--- config.mk ---
export PLATFORM = sky130hd
export DESIGN_NAME = muldiv_hilo_ctrl_flat
export DESIGN_NICKNAME = d
export VERILOG_FILES = /design/src/rtl/muldiv_hilo_ctrl_if.sv /design/src/rtl/muldiv_hilo_ctrl.sv /design/src/flat_wrapper.sv
export SDC_FILE = /design/constraint.sdc
export NUM_CORES = 1
export LEC_CHECK = 0
export CORE_AREA = 2 2 133 70
export DETAILED_ROUTE_END_ITERATION = 8
export DIE_AREA = 0 0 135 72
export PLACE_DENSITY = 0.92
export SETUP_SLACK_MARGIN = 0.4
export SYNTH_ARGS = -nofsm -noshare
export SYNTH_HDL_FRONTEND = slang
export SYNTH_SLANG_ARGS = --single-unit
--- constraint.sdc ---
create_clock -name clk -period 4.5 [get_ports clk]
set_input_delay 0.9 -clock clk [delete_from_list [all_inputs] [get_ports clk]]
set_output_delay 0.9 -clock clk [all_outputs]
set_load 0.01 [all_outputs]
--- src/rtl/muldiv_hilo_ctrl_if.sv ---
// Bundles the sequencer's request, write-back and multiply/divide unit signals.
// No latency: wires only.
// No backpressure here; the control unit stalls on busy.
interface muldiv_hilo_ctrl_if;
    logic        start_mult;
    logic        start_div;
    logic        wr_hi;
    logic        wr_lo;
    logic [31:0] wdata;
    logic [31:0] md_hi;
    logic [31:0] md_lo;
    logic        md_divzero;
    logic [1:0]  md_ctrl;
    logic        busy;
    logic        done;
    logic        div_zero;
    logic [31:0] hi_q;
    logic [31:0] lo_q;

    // Environment side: control unit plus the multiply/divide unit.
    modport master (
        output start_mult, start_div, wr_hi, wr_lo, wdata,
        output md_hi, md_lo, md_divzero,
        input  md_ctrl, busy, done, div_zero, hi_q, lo_q
    );

    // Sequencer side.
    modport slave (
        input  start_mult, start_div, wr_hi, wr_lo, wdata,
        input  md_hi, md_lo, md_divzero,
        output md_ctrl, busy, done, div_zero, hi_q, lo_q
    );
endinterface

--- src/rtl/muldiv_hilo_ctrl.sv ---
// Sequences the iterative mul/div unit and holds the architectural HI/LO pair.
// Latency: start edge E -> HI/LO updated at E+33 (mult) or E+34 (div).
// Backpressure: busy stays high while an op is in flight; starts outside IDLE are dropped.
module muldiv_hilo_ctrl #(
    parameter int MULT_CYCLES = 32,
    parameter int DIV_CYCLES  = 33,
    parameter int CNT_W       = 6
) (
    input  logic                   clk,
    input  logic                   reset,
    muldiv_hilo_ctrl_if.slave      bus
);

    typedef enum logic [2:0] {
        S_IDLE    = 3'd0,
        S_MULT    = 3'd1,
        S_DIV     = 3'd2,
        S_CAPTURE = 3'd3,
        S_ABORT   = 3'd4
    } state_t;

    state_t             r_state;
    state_t             w_state_nxt;
    logic [CNT_W-1:0]   r_cnt;
    logic [CNT_W-1:0]   w_cnt_nxt;
    logic [31:0]        r_hi;
    logic [31:0]        r_lo;
    logic               w_start;

    assign w_start = bus.start_mult | bus.start_div;

    // State and iteration counter; reset drops md_ctrl at once since it decodes from state.
    always_ff @(posedge clk or negedge reset) begin
        if (!reset) begin
            r_state <= S_IDLE;
            r_cnt   <= '0;
        end else begin
            r_state <= w_state_nxt;
            r_cnt   <= w_cnt_nxt;
        end
    end

    // Next-state: mult beats div on a simultaneous request; stale divzero ignored on the first div edge.
    always_comb begin
        w_state_nxt = r_state;
        w_cnt_nxt   = r_cnt;
        case (r_state)
            S_IDLE: begin
                w_cnt_nxt = '0;
                if (bus.start_mult) begin
                    w_state_nxt = S_MULT;
                end else if (bus.start_div) begin
                    w_state_nxt = S_DIV;
                end
            end
            S_MULT: begin
                w_cnt_nxt = r_cnt + CNT_W'(1);
                if (r_cnt == CNT_W'(MULT_CYCLES - 1)) begin
                    w_state_nxt = S_CAPTURE;
                end
            end
            S_DIV: begin
                w_cnt_nxt = r_cnt + CNT_W'(1);
                if ((r_cnt != '0) && bus.md_divzero) begin
                    w_state_nxt = S_ABORT;
                end else if (r_cnt == CNT_W'(DIV_CYCLES - 1)) begin
                    w_state_nxt = S_CAPTURE;
                end
            end
            S_CAPTURE: w_state_nxt = S_IDLE;
            S_ABORT:   w_state_nxt = S_IDLE;
            default:   w_state_nxt = S_IDLE;
        endcase
    end

    // HI/LO: MTHI/MTLO only in IDLE when no start is taken; unit result copied on CAPTURE.
    always_ff @(posedge clk or negedge reset) begin
        if (!reset) begin
            r_hi <= '0;
            r_lo <= '0;
        end else begin
            case (r_state)
                S_IDLE: begin
                    if (!w_start) begin
                        if (bus.wr_hi) r_hi <= bus.wdata;
                        if (bus.wr_lo) r_lo <= bus.wdata;
                    end
                end
                S_CAPTURE: begin
                    r_hi <= bus.md_hi;
                    r_lo <= bus.md_lo;
                end
                default: ;
            endcase
        end
    end

    assign bus.md_ctrl  = (r_state == S_MULT) ? 2'd1 :
                          (r_state == S_DIV)  ? 2'd2 : 2'd0;
    assign bus.busy     = (r_state != S_IDLE);
    assign bus.done     = (r_state == S_CAPTURE);
    assign bus.div_zero = (r_state == S_ABORT);
    assign bus.hi_q     = r_hi;
    assign bus.lo_q     = r_lo;

endmodule

--- src/flat_wrapper.sv ---
// flat-port wrapper written by rule: the top's interface ports become plain ports
module muldiv_hilo_ctrl_flat 
#(
    parameter int MULT_CYCLES = 32,
    parameter int DIV_CYCLES  = 33,
    parameter int CNT_W       = 6
)
  (clk, reset, bus_start_mult, bus_start_div, bus_wr_hi, bus_wr_lo, bus_wdata, bus_md_hi, bus_md_lo, bus_md_divzero, bus_md_ctrl, bus_busy, bus_done, bus_div_zero, bus_hi_q, bus_lo_q);
  muldiv_hilo_ctrl_if bus_i ();
  input  logic clk;
  input  logic reset;
  input wire logic [$bits(bus_i.start_mult)-1:0] bus_start_mult;
  input wire logic [$bits(bus_i.start_div)-1:0] bus_start_div;
  input wire logic [$bits(bus_i.wr_hi)-1:0] bus_wr_hi;
  input wire logic [$bits(bus_i.wr_lo)-1:0] bus_wr_lo;
  input wire logic [$bits(bus_i.wdata)-1:0] bus_wdata;
  input wire logic [$bits(bus_i.md_hi)-1:0] bus_md_hi;
  input wire logic [$bits(bus_i.md_lo)-1:0] bus_md_lo;
  input wire logic [$bits(bus_i.md_divzero)-1:0] bus_md_divzero;
  output wire logic [$bits(bus_i.md_ctrl)-1:0] bus_md_ctrl;
  output wire logic [$bits(bus_i.busy)-1:0] bus_busy;
  output wire logic [$bits(bus_i.done)-1:0] bus_done;
  output wire logic [$bits(bus_i.div_zero)-1:0] bus_div_zero;
  output wire logic [$bits(bus_i.hi_q)-1:0] bus_hi_q;
  output wire logic [$bits(bus_i.lo_q)-1:0] bus_lo_q;
  assign bus_i.start_mult = bus_start_mult;
  assign bus_i.start_div = bus_start_div;
  assign bus_i.wr_hi = bus_wr_hi;
  assign bus_i.wr_lo = bus_wr_lo;
  assign bus_i.wdata = bus_wdata;
  assign bus_i.md_hi = bus_md_hi;
  assign bus_i.md_lo = bus_md_lo;
  assign bus_i.md_divzero = bus_md_divzero;
  assign bus_md_ctrl = bus_i.md_ctrl;
  assign bus_busy = bus_i.busy;
  assign bus_done = bus_i.done;
  assign bus_div_zero = bus_i.div_zero;
  assign bus_hi_q = bus_i.hi_q;
  assign bus_lo_q = bus_i.lo_q;
  muldiv_hilo_ctrl #(.MULT_CYCLES(MULT_CYCLES), .DIV_CYCLES(DIV_CYCLES), .CNT_W(CNT_W)) u_core (.clk(clk), .reset(reset), .bus(bus_i));
endmodule
==> results.txt, run 1 <==
----------------------------------------------------
[Clock tree]
  Maximum root-to-sink buffer count ... 2
  Number of gates resized after CTS ... 0
  Clock-pin slew reported for the worst setup and hold paths after clock tree synthesis ... 50 ps
  Clock network latency to the later pin of the worst-skew pair ... 340 ps
  Clock root buffer ... clkbuf_16
  Number of buffers inserted during clock tree synthesis ... 9
  Clock tree from TritonCTS ... yes
  H-tree lvl count ... 3
  Number of buffers inserted for hold repair after clock tree synthesis ... 0
  Clock sink count ... 73
  Post CTS Setup Buffer Count ... 0

[Layout]
  Post-layout nets ... 615
  Most common library cell in the layout ignoring fill and taps ... clkdlybuf4s50_1
  Antenna cell count ... 0
  Layout cell share with drive strength beyond 1 ... 16.1%
  Synth-to-Final Area Change ... 54.3%
  Commonest cells after routing, fill and taps aside ... clkdlybuf4s50_1 (170), dfrtp_1 (73), nand3_1 (61)
  Fill cells ... 582

[Global routing]
  Total gr overflow ... 0
  Vias in the first global route ... 3740
  Total GRT Usage ... 26.0%
  Initial antenna violation count ... 0
  Maximum number of pins on one net before global-route repair ... 74
  Wire length of the first global-routing pass ... 19.2 mm

[Critical path]
  Maximum net fanout on the critical path ... 37
  Crit path launch ... u_core.r_state[2]$_DFFE_PN0P_
  Arr. time, crit path ... 2520 ps
  Reg-to-reg critical path startpoint ... u_core.r_state[2]$_DFFE_PN0P_
  Category of the most critical setup path ... flop to primary output
  Element type at the critical path end ... primary output
  Setup crit start kind ... flop
  Req. time, crit path ... 3600 ps
  Worst-case reg-to-reg path depth ... 5

[Yosys]
  Post-synthesis cell type count ... 41
  Synthesized cell area ... 3790 um2
  Number of enable flip-flop cells after synthesis ... 0
  Most used DFF post-synth ... dfrtp_1
  Net count after synthesis ... 457
  Instance count of the mapped netlist ... 352
  Fraction of registers with async set or reset after synthesis ... 100%
  Share of the yosys chip area belonging to registers ... 48.2%
  Count of synthesis-stage warnings from yosys ... 0
  Avg Cell Area, Syn ... 10.8 um2
  Register bit total from synthesis ... 73

[Timing]
  Transition time of the tightest slew-check pin ... 1110 ps
  Setup repair after global routing missed its margin ... no
  Worst clock skew ... 10.4 ps
  Final critical-path setup slack ... 1080 ps
  Achievable clock frequency ... 0.292 GHz
  Fin. max-slew vios ... 0
  Summed negative setup slack over all endpoints ... 0 ps
  Final worst path period need ... 3420 ps
  Max_slew headroom ... 25.8%
  Number of endpoints with negative hold slack in the final report ... 0
  Tightest hold margin ... 506 ps
  Post-route clock period utilization ... 76.1%
  Endpoints failing setup ... 0

[Drt]
  DRC Markers ... 0
  Total vias in the final route ... 3561
  ANT nets after route ... 0
  Length of routed met2 wiring ... 6.16 mm
  Met3 routed WL ... 785 um
  Detailed-route vias per instance ... 5.63
  Wire per inst ... 19.3 um
  Initial DRC count ... 224
  Length of the first detailed-routing pass in iterations ... 5
  Top routing layer used ... met4
  Total Routed Length ... 12.2 mm
  Sum of routed wire segments on met1 ... 4.63 mm

[Die]
  Height of the die ... 72 um
  IO Count ... 172
  Cell row count ... 24
  Initial cell density of the core ... 44.5%
  Core Footprint ... 8530 um2
  Die width ... 135 um
  Floorplan die area ... 9720 um2

[Flow run]
  # Max-Cap Violations ... 0

[Pwr]
  Pleak ... 2.36 nW
  IR Drop Worst-Case VDD ... 306 uV
  Switching power as a share of total power ... 34.5%
  Part of the power in combinational logic ... 49.5%
  Areal power density over the cells ... 641 nW/um2
  Share of power burned in registers ... 31.4%
  Total net switching power ... 1.30 mW
  Internal power ... 2.46 mW
  Part of the power in the clock network ... 19.1%

[Place]
  Weighted congestion at the end of routability-driven global placement ... 0.875
  Final HPWL from detailed placement ... 8.37 mm
  DP Worst Slack ... 1430 ps
  Count of buffers inserted at the top-level ports ... 171

[Run status]
  Run status ... completed

[Worst hold path]
  Hold depth ... 1
  Beginning of the worst hold path ... u_core.bus.hi_q[3]$_DFFE_PN0P_
  Worst Hold Class ... flop to flop

----------------------------------------------------
## area by class of cell
| cell class | count | area, um2 | area share [%] |
|---|---|---|---|
| Multi-Input combinational cell | 244 | 1810 | 31.0 |
| Sequential cell | 73 | 1830 | 31.2 |
| Clock inverter | 6 | 57.6 | 0.983 |
| Tap cell | 117 | 146 | 2.50 |
| Clock buffer | 10 | 239 | 4.08 |
| Inverter | 6 | 22.5 | 0.385 |
| Timing Repair Buffer | 176 | 1750 | 29.8 |
## cells by family after synthesis
logic type	share of synthesized area, %
buffers and inverters	4.09
AO/OA/AOI/OAI	10.2
AND/OR/NAND/NOR	16.5
adder cells (fa/ha/maj)	1.45
multiplexers	19.6
flip-flops	48.2
## synth_stat cells, drive strengths merged (3+ instances only)
| cell | n | area (um2) |
|---|---|---|
| a21oi | 7 | 35.0 |
| buf | 11 | 65.1 |
| clkbuf | 18 | 67.6 |
| dfrtp | 73 | 1830 |
| inv | 6 | 22.5 |
| maj3 | 3 | 30.0 |
| mux2 | 65 | 732 |
| nand2 | 33 | 124 |
| nand2b | 3 | 18.8 |
| nand3 | 61 | 305 |
| nand4 | 5 | 31.3 |
| nor2 | 3 | 11.3 |
| nor3 | 3 | 15.0 |
| o211ai | 32 | 240 |
## per-stage QoR
stage / utilization (%) / total power [mW] / area [um2] / instances
floorplan: - / 2.12 / 3790 / 352
CTS: 68.6 / 3.77 / 5850 / 632
finish: 68.6 / 3.75 / 5850 / 632
global route: 68.6 / 3.95 / 5850 / 632
detailed placement: 65.2 / 3.03 / 5560 / 616
global placement: 65.2 / 2.96 / 5560 / 616
## final timing paths
| kind | slack (ps) | to |
|---|---|---|
| setup / recovery | 1080 | bus_done |
| hold / removal | 510 | u_core.bus.hi_q[3]$_DFFE_PN0P_ |
| setup reg to reg | 1590 | u_core.bus.hi_q[5]$_DFFE_PN0P_ |
| hold reg to reg | 510 | u_core.bus.hi_q[3]$_DFFE_PN0P_ |
| max in group asynchronous | 3190 | u_core.bus.hi_q[31]$_DFFE_PN0P_ |
| min in group asynchronous | 690 | u_core.r_state[0]$_DFFE_PN0P_ |
## power groups by stage
| stage | Clock (mW) | Sequential [mW] | Combinational (mW) |
|---|---|---|---|
| after floorplan | 0 | 1.27 | 0.846 |
| after global placement | 0 | 1.16 | 1.80 |
| after detailed placement | 0 | 1.18 | 1.85 |
| after CTS | 0.725 | 1.18 | 1.87 |
| after global routing | 0.756 | 1.21 | 1.98 |
| final | 0.718 | 1.18 | 1.86 |
## sequential cells by signal, indices dropped and copies added (netlist names)
name             cells
u_core.r_state       3
u_core.bus.hi_q     32
u_core.bus.lo_q     32
u_core.r_cnt         6
## per-layer routing
metal	track usage (%)	vias to the layer above
li1	-	1618
met4	16.1	0
met1	29.5	1723
met3	6.57	48
met5	0	-
met2	45.1	172
## worst max-delay path: stages (launching register included)
cell and delay [ps]:
dfrtp_1 490, nand3b_2 250, buf_4 280, inv_2 490, clkdlybuf4s50_1 660
Note: power is estimated with default switching activity, not from simulation.
==> inputs of run 2 (changes only) <==
- CORE_AREA: 2 2 133 70 -> 2 2 145 76
- DIE_AREA: 0 0 135 72 -> 0 0 147 78
- PLACE_DENSITY: 0.92 -> 0.83
- clock period: 4.5 -> 3.1 ns (I/O delays scaled with it)
==> run 2 against run 1 <==
Effect of this change:
- sequential power up 43%
- routed wire length fell by 1.9%
- final cell count up 4.4%
- largest power group unchanged
==> results.txt, run 2 (synthesis gave the netlist of run 1 again) <==
----------------------------------------------------
[Global routing]
  Total gr overflow ... 0
  Wire length of the first global-routing pass ... 19.3 mm
  Maximum number of pins on one net before global-route repair ... 74
  Vias in the first global route ... 3617
  Initial antenna violation count ... 0
  Total GRT Usage ... 21.5%

[Critical path]
  Element type at the critical path end ... primary output
  Maximum net fanout on the critical path ... 13
  Category of the most critical setup path ... flop to primary output
  Setup crit start kind ... flop
  Arr. time, crit path ... 1940 ps
  Req. time, crit path ... 2480 ps

[Clock tree]
  H-tree lvl count ... 3
  Number of buffers inserted for hold repair after clock tree synthesis ... 0
  Clock tree from TritonCTS ... yes
  Clock root buffer ... clkbuf_16
  Number of buffers inserted during clock tree synthesis ... 9
  Clock-pin slew reported for the worst setup and hold paths after clock tree synthesis ... 60 ps
  Clock sink count ... 73
  Clock network latency to the later pin of the worst-skew pair ... 330 ps
  Maximum root-to-sink buffer count ... 2

[Place]
  Count of placed standard cells including taps ... 644
  Count of buffers inserted at the top-level ports ... 171
  Final HPWL from detailed placement ... 8.55 mm
  Instance area at placement ... 5640 um2
  Weighted congestion at the end of routability-driven global placement ... 0.819

[Layout]
  Post-layout nets ... 620
  Antenna cell count ... 0
  Most common library cell in the layout ignoring fill and taps ... clkdlybuf4s50_1
  Synth-to-Final Area Change ... 57.0%
  Fill cells ... 858
  Design area ... 5950 um2
  Commonest cells after routing, fill and taps aside ... clkdlybuf4s50_1 (170), dfrtp_1 (71), nand3_1 (61)
  Layout cell share with drive strength beyond 1 ... 17.3%
  Non-filler cells, final ... 660

[Drt]
  Wire per inst ... 18.1 um
  Detailed-route vias per instance ... 5.19
  Total Routed Length ... 11.9 mm
  Length of the first detailed-routing pass in iterations ... 4
  DRC Markers ... 0
  Total vias in the final route ... 3428
  ANT nets after route ... 0
  Initial DRC count ... 236

[Timing]
  Achievable clock frequency ... 0.390 GHz
  Summed negative setup slack over all endpoints ... 0 ps
  Transition time of the tightest slew-check pin ... 960 ps
  Worst clock skew ... 4.19 ps
  Fin. max-slew vios ... 0
  Final worst path period need ... 2560 ps
  Max_slew headroom ... 36.0%
  Post-route clock period utilization ... 82.7%
  Endpoints failing setup ... 0
  Number of endpoints with negative hold slack in the final report ... 0
  Setup repair after global routing missed its margin ... no

[Pwr]
  Areal power density over the cells ... 921 nW/um2
  Internal power ... 3.64 mW
  Pleak ... 2.39 nW
  Switching power as a share of total power ... 33.6%
  Total net switching power ... 1.84 mW
  Part of the power in the clock network ... 19.9%
  Part of the power in combinational logic ... 49.2%
  Share of power burned in registers ... 30.9%
  IR Drop Worst-Case VDD ... 398 uV

[Die]
  Core Footprint ... 10100 um2
  Cell row count ... 26
  IO Count ... 172
  Die width ... 147 um
  Floorplan die area ... 11500 um2
  Initial cell density of the core ... 37.6%
  Height of the die ... 78 um

[Run status]
  Run status ... completed

[Flow run]
  # Max-Cap Violations ... 0

[Worst hold path]
  Worst Hold Class ... primary input to asynchronous set/reset pin

----------------------------------------------------
## run 2: what timing repair did
action                                 4_1_cts  5_1_grt
resized for setup                            1        1
endpoints found under the hold margin        0        0
setup endpoints to repair                    1        2
buffers inserted                             0        0
## run 2: path summary, 6_finish.rpt
path	cells past startpoint	to	startpoint	slack [ps]
max in group asynchronous	1	u_core.r_state[0]$_DFFE_PN0P_	reset	1970
hold / removal	1	u_core.bus.hi_q[21]$_DFFE_PN0P_	reset	410
hold reg to reg	1	u_core.bus.hi_q[21]$_DFFE_PN0P_	u_core.bus.hi_q[21]$_DFFE_PN0P_	510
setup / recovery	3	bus_md_ctrl[1]	u_core.r_state[0]$_DFFE_PN0P_	540
setup reg to reg	5	u_core.bus.hi_q[19]$_DFFE_PN0P_	u_core.r_state[1]$_DFFE_PN0P_	1040
min in group clk	1	u_core.bus.hi_q[21]$_DFFE_PN0P_	u_core.bus.hi_q[21]$_DFFE_PN0P_	510
## run 2: stage by stage
step	util (%)	power, mW	hold WS, ps	setup slack (ps)
after floorplan	-	3.07	324	1170
after global placement	55.9	4.34	491	656
after detailed placement	55.9	4.41	494	575
after CTS	59.0	5.54	477	410
after global routing	59.0	5.80	517	433
final	59.0	5.49	409	537
## run 2: worst max-delay path: stages, from the launching register on
cell and delay (ps):
dfrtp_2 500, nand2b_1 270, nor2_1 250, clkdlybuf4s50_1 590
## run 2: area by class of cell
| class | count | area (um2) | share of cell area [%] |
|---|---|---|---|
| flip-flops and latches | 73 | 1830 | 30.7 |
| multi-input cells | 244 | 1810 | 30.5 |
| repair buffers | 181 | 1800 | 30.2 |
| clock buffers | 12 | 267 | 4.48 |
| well taps | 140 | 175 | 2.94 |
| clock inverters | 4 | 50.0 | 0.841 |
| inverters | 6 | 22.5 | 0.378 |
## run 2: power by group through the flow
stage                     Clock (mW)  Sequential, mW  Combinational [mW]
after global routing            1.15            1.76                2.90
after floorplan                    0            1.85                1.23
final                           1.09            1.69                2.70
after detailed placement           0            1.70                2.71
after global placement             0            1.68                2.66
after CTS                       1.11            1.70                2.73
## run 2: per-layer routing
metal | global-route usage [%] | part of all wire [%] | vias to the layer above
li1 | - | - | 1631
met4 | 9.04 | 2.7 | 0
met3 | 4.65 | 4.4 | 25
met2 | 38.1 | 53 | 104
met1 | 25.5 | 40 | 1668
met5 | 0 | 0 | -
==> inputs of run 3 (changes only) <==
- CORE_AREA: 2 2 145 76 -> 2 2 138 73
- DIE_AREA: 0 0 147 78 -> 0 0 140 75
- PLACE_DENSITY: 0.83 -> 0.86
- clock period: 3.1 -> 2.6 ns (I/O delays scaled with it)
==> run 3 against run 2 <==
Effect of this change:
- the flow now finishes with violations (design-rule violations)
- highest routed layer unchanged
- via count grew 3.6%
- sequential cell count is the same
- final cell count shrank 1.7%
- hold slack lost 80 ps
- critical endpoint unchanged
==> results.txt, run 3 (synthesis gave the netlist of run 1 again) <==
----------------------------------------------------
[Drt]
  Total Routed Length ... 12.4 mm
  Detailed-route vias per instance ... 5.47
  Wire per inst ... 19.1 um
  Initial DRC count ... 301
  Length of the first detailed-routing pass in iterations ... 9
  Total vias in the final route ... 3552
  ANT nets after route ... 0
  DRC Markers ... 11

[Place]
  Weighted congestion at the end of routability-driven global placement ... 0.846
  Instance area at placement ... 5640 um2
  Final HPWL from detailed placement ... 8.89 mm
  Count of buffers inserted at the top-level ports ... 171

[Critical path]
  Category of the most critical setup path ... flop to primary output
  Crit path launch ... u_core.r_state[1]$_DFFE_PN0P_
  Maximum net fanout on the critical path ... 8
  Element type at the critical path end ... primary output
  Reg-to-reg critical path startpoint ... u_core.r_state[2]$_DFFE_PN0P_
  Setup crit start kind ... flop
  Reg2reg end ... u_core.bus.hi_q[23]$_DFFE_PN0P_
  Register-to-register setup slack ... 530 ps
  Worst-case reg-to-reg path depth ... 7
  Arr. time, crit path ... 1660 ps
  Req. time, crit path ... 2080 ps

[Run status]
  Violated checks ... design-rule violations
  Run status ... finished with violations

[Timing]
  Worst clock skew ... 5.69 ps
  Setup repair after global routing missed its margin ... yes
  Achievable clock frequency ... 0.459 GHz
  Final worst path period need ... 2180 ps
  Summed negative setup slack over all endpoints ... 0 ps
  Fin. max-slew vios ... 0
  Number of endpoints with negative hold slack in the final report ... 0
  Tightest hold margin ... 329 ps
  Endpoints failing setup ... 0
  Post-route clock period utilization ... 83.8%
  Transition time of the tightest slew-check pin ... 929 ps
  Max_slew headroom ... 38.0%

[Layout]
  Layout cell share with drive strength beyond 1 ... 19.3%
  Post-layout nets ... 628
  Design area ... 6050 um2
  Fill cells ... 726
  Most common library cell in the layout ignoring fill and taps ... clkdlybuf4s50_1
  Antenna cell count ... 0
  Commonest cells after routing, fill and taps aside ... clkdlybuf4s50_1 (167), dfrtp_1 (71), nand3_1 (61)
  Synth-to-Final Area Change ... 59.4%

[Global routing]
  Initial antenna violation count ... 0
  Wire length of the first global-routing pass ... 19.2 mm
  Total GRT Usage ... 24.3%
  Total gr overflow ... 0
  Vias in the first global route ... 3575
  Maximum number of pins on one net before global-route repair ... 74

[Pwr]
  IR Drop Worst-Case VDD ... 528 uV
  Pleak ... 2.47 nW
  Areal power density over the cells ... 1130 nW/um2

[Worst hold path]
  Worst Hold Class ... primary input to asynchronous set/reset pin

[Clock tree]
  H-tree lvl count ... 3
  Clock tree from TritonCTS ... yes
  Clock root buffer ... clkbuf_16
  Number of buffers inserted for hold repair after clock tree synthesis ... 0
  Clock sink count ... 73
  Clock network latency to the later pin of the worst-skew pair ... 320 ps
  Clock-pin slew reported for the worst setup and hold paths after clock tree synthesis ... 60 ps
  Maximum root-to-sink buffer count ... 2
  Number of buffers inserted during clock tree synthesis ... 9

[Die]
  Floorplan die area ... 10500 um2
  Core Footprint ... 9230 um2
  Cell row count ... 25
  Die width ... 140 um
  IO Count ... 172
  Height of the die ... 75 um
  Initial cell density of the core ... 41.1%

[Flow run]
  # Max-Cap Violations ... 0

----------------------------------------------------
==> run 3: metal layers <==
layer  vias up  track usage, %  share of wire (%)  wire length [um]
met1      1747            32.1                 45              5620
met2       155            38.6                 45              5590
met5         -               0                  0                 0
met4         0            6.96               0.75                93
li1       1642               -                  -                 -
met3         8            8.59                8.9              1110
==> run 3: worst max path at each step <==
stage	to	depth (start not counted)
final	bus_md_ctrl[1]	4
after global placement	u_core.bus.hi_q[2]$_DFFE_PN0P_	5
after detailed placement	u_core.bus.lo_q[0]$_DFFE_PN0P_	5
after CTS	bus_md_ctrl[1]	4
after floorplan	bus_done	5
after global routing	bus_md_ctrl[1]	4
==> run 3: critical path, stage by stage (launching register included) <==
cell and delay, ps:
dfrtp_2 390, buf_4 180, nand2b_4 90, nor2_2 130, clkdlybuf4s50_1 550
==> run 3: area by class of cell <==
type                       instances  area (um2)  share of cell area (%)
clock buffer                      11         243                    4.01
clock inverter                     5         103                    1.70
inverter                           6        33.8                   0.559
multi-input combinational        244        1830                    30.3
sequential                        73        1830                    30.3
tap                              121         151                    2.50
timing repair buffer             189        1860                    30.7
==> run 3: through the flow <==
step                      util, %  setup WS, ps  std cells  power, mW
after floorplan                 -           769        352       3.66
after global routing         65.5           339        649       7.23
after CTS                    65.2           297        647       6.86
after detailed placement     61.1           356        629       5.35
final                        65.5           420        649       6.82
after global placement       61.1           433        629       5.23
==> run 3: where the power goes <==
group	total, mW	internal, mW	switching [mW]
combinational	3.37	1.92	1.45
clock	1.43	0.962	0.467
sequential	2.02	1.68	0.340
==> run 3: repair_timing <==
item | 4_1_cts | 5_1_grt
resized for setup | 11 | 3
buffers inserted | 2 | 2
setup endpoints to repair | 20 | 2
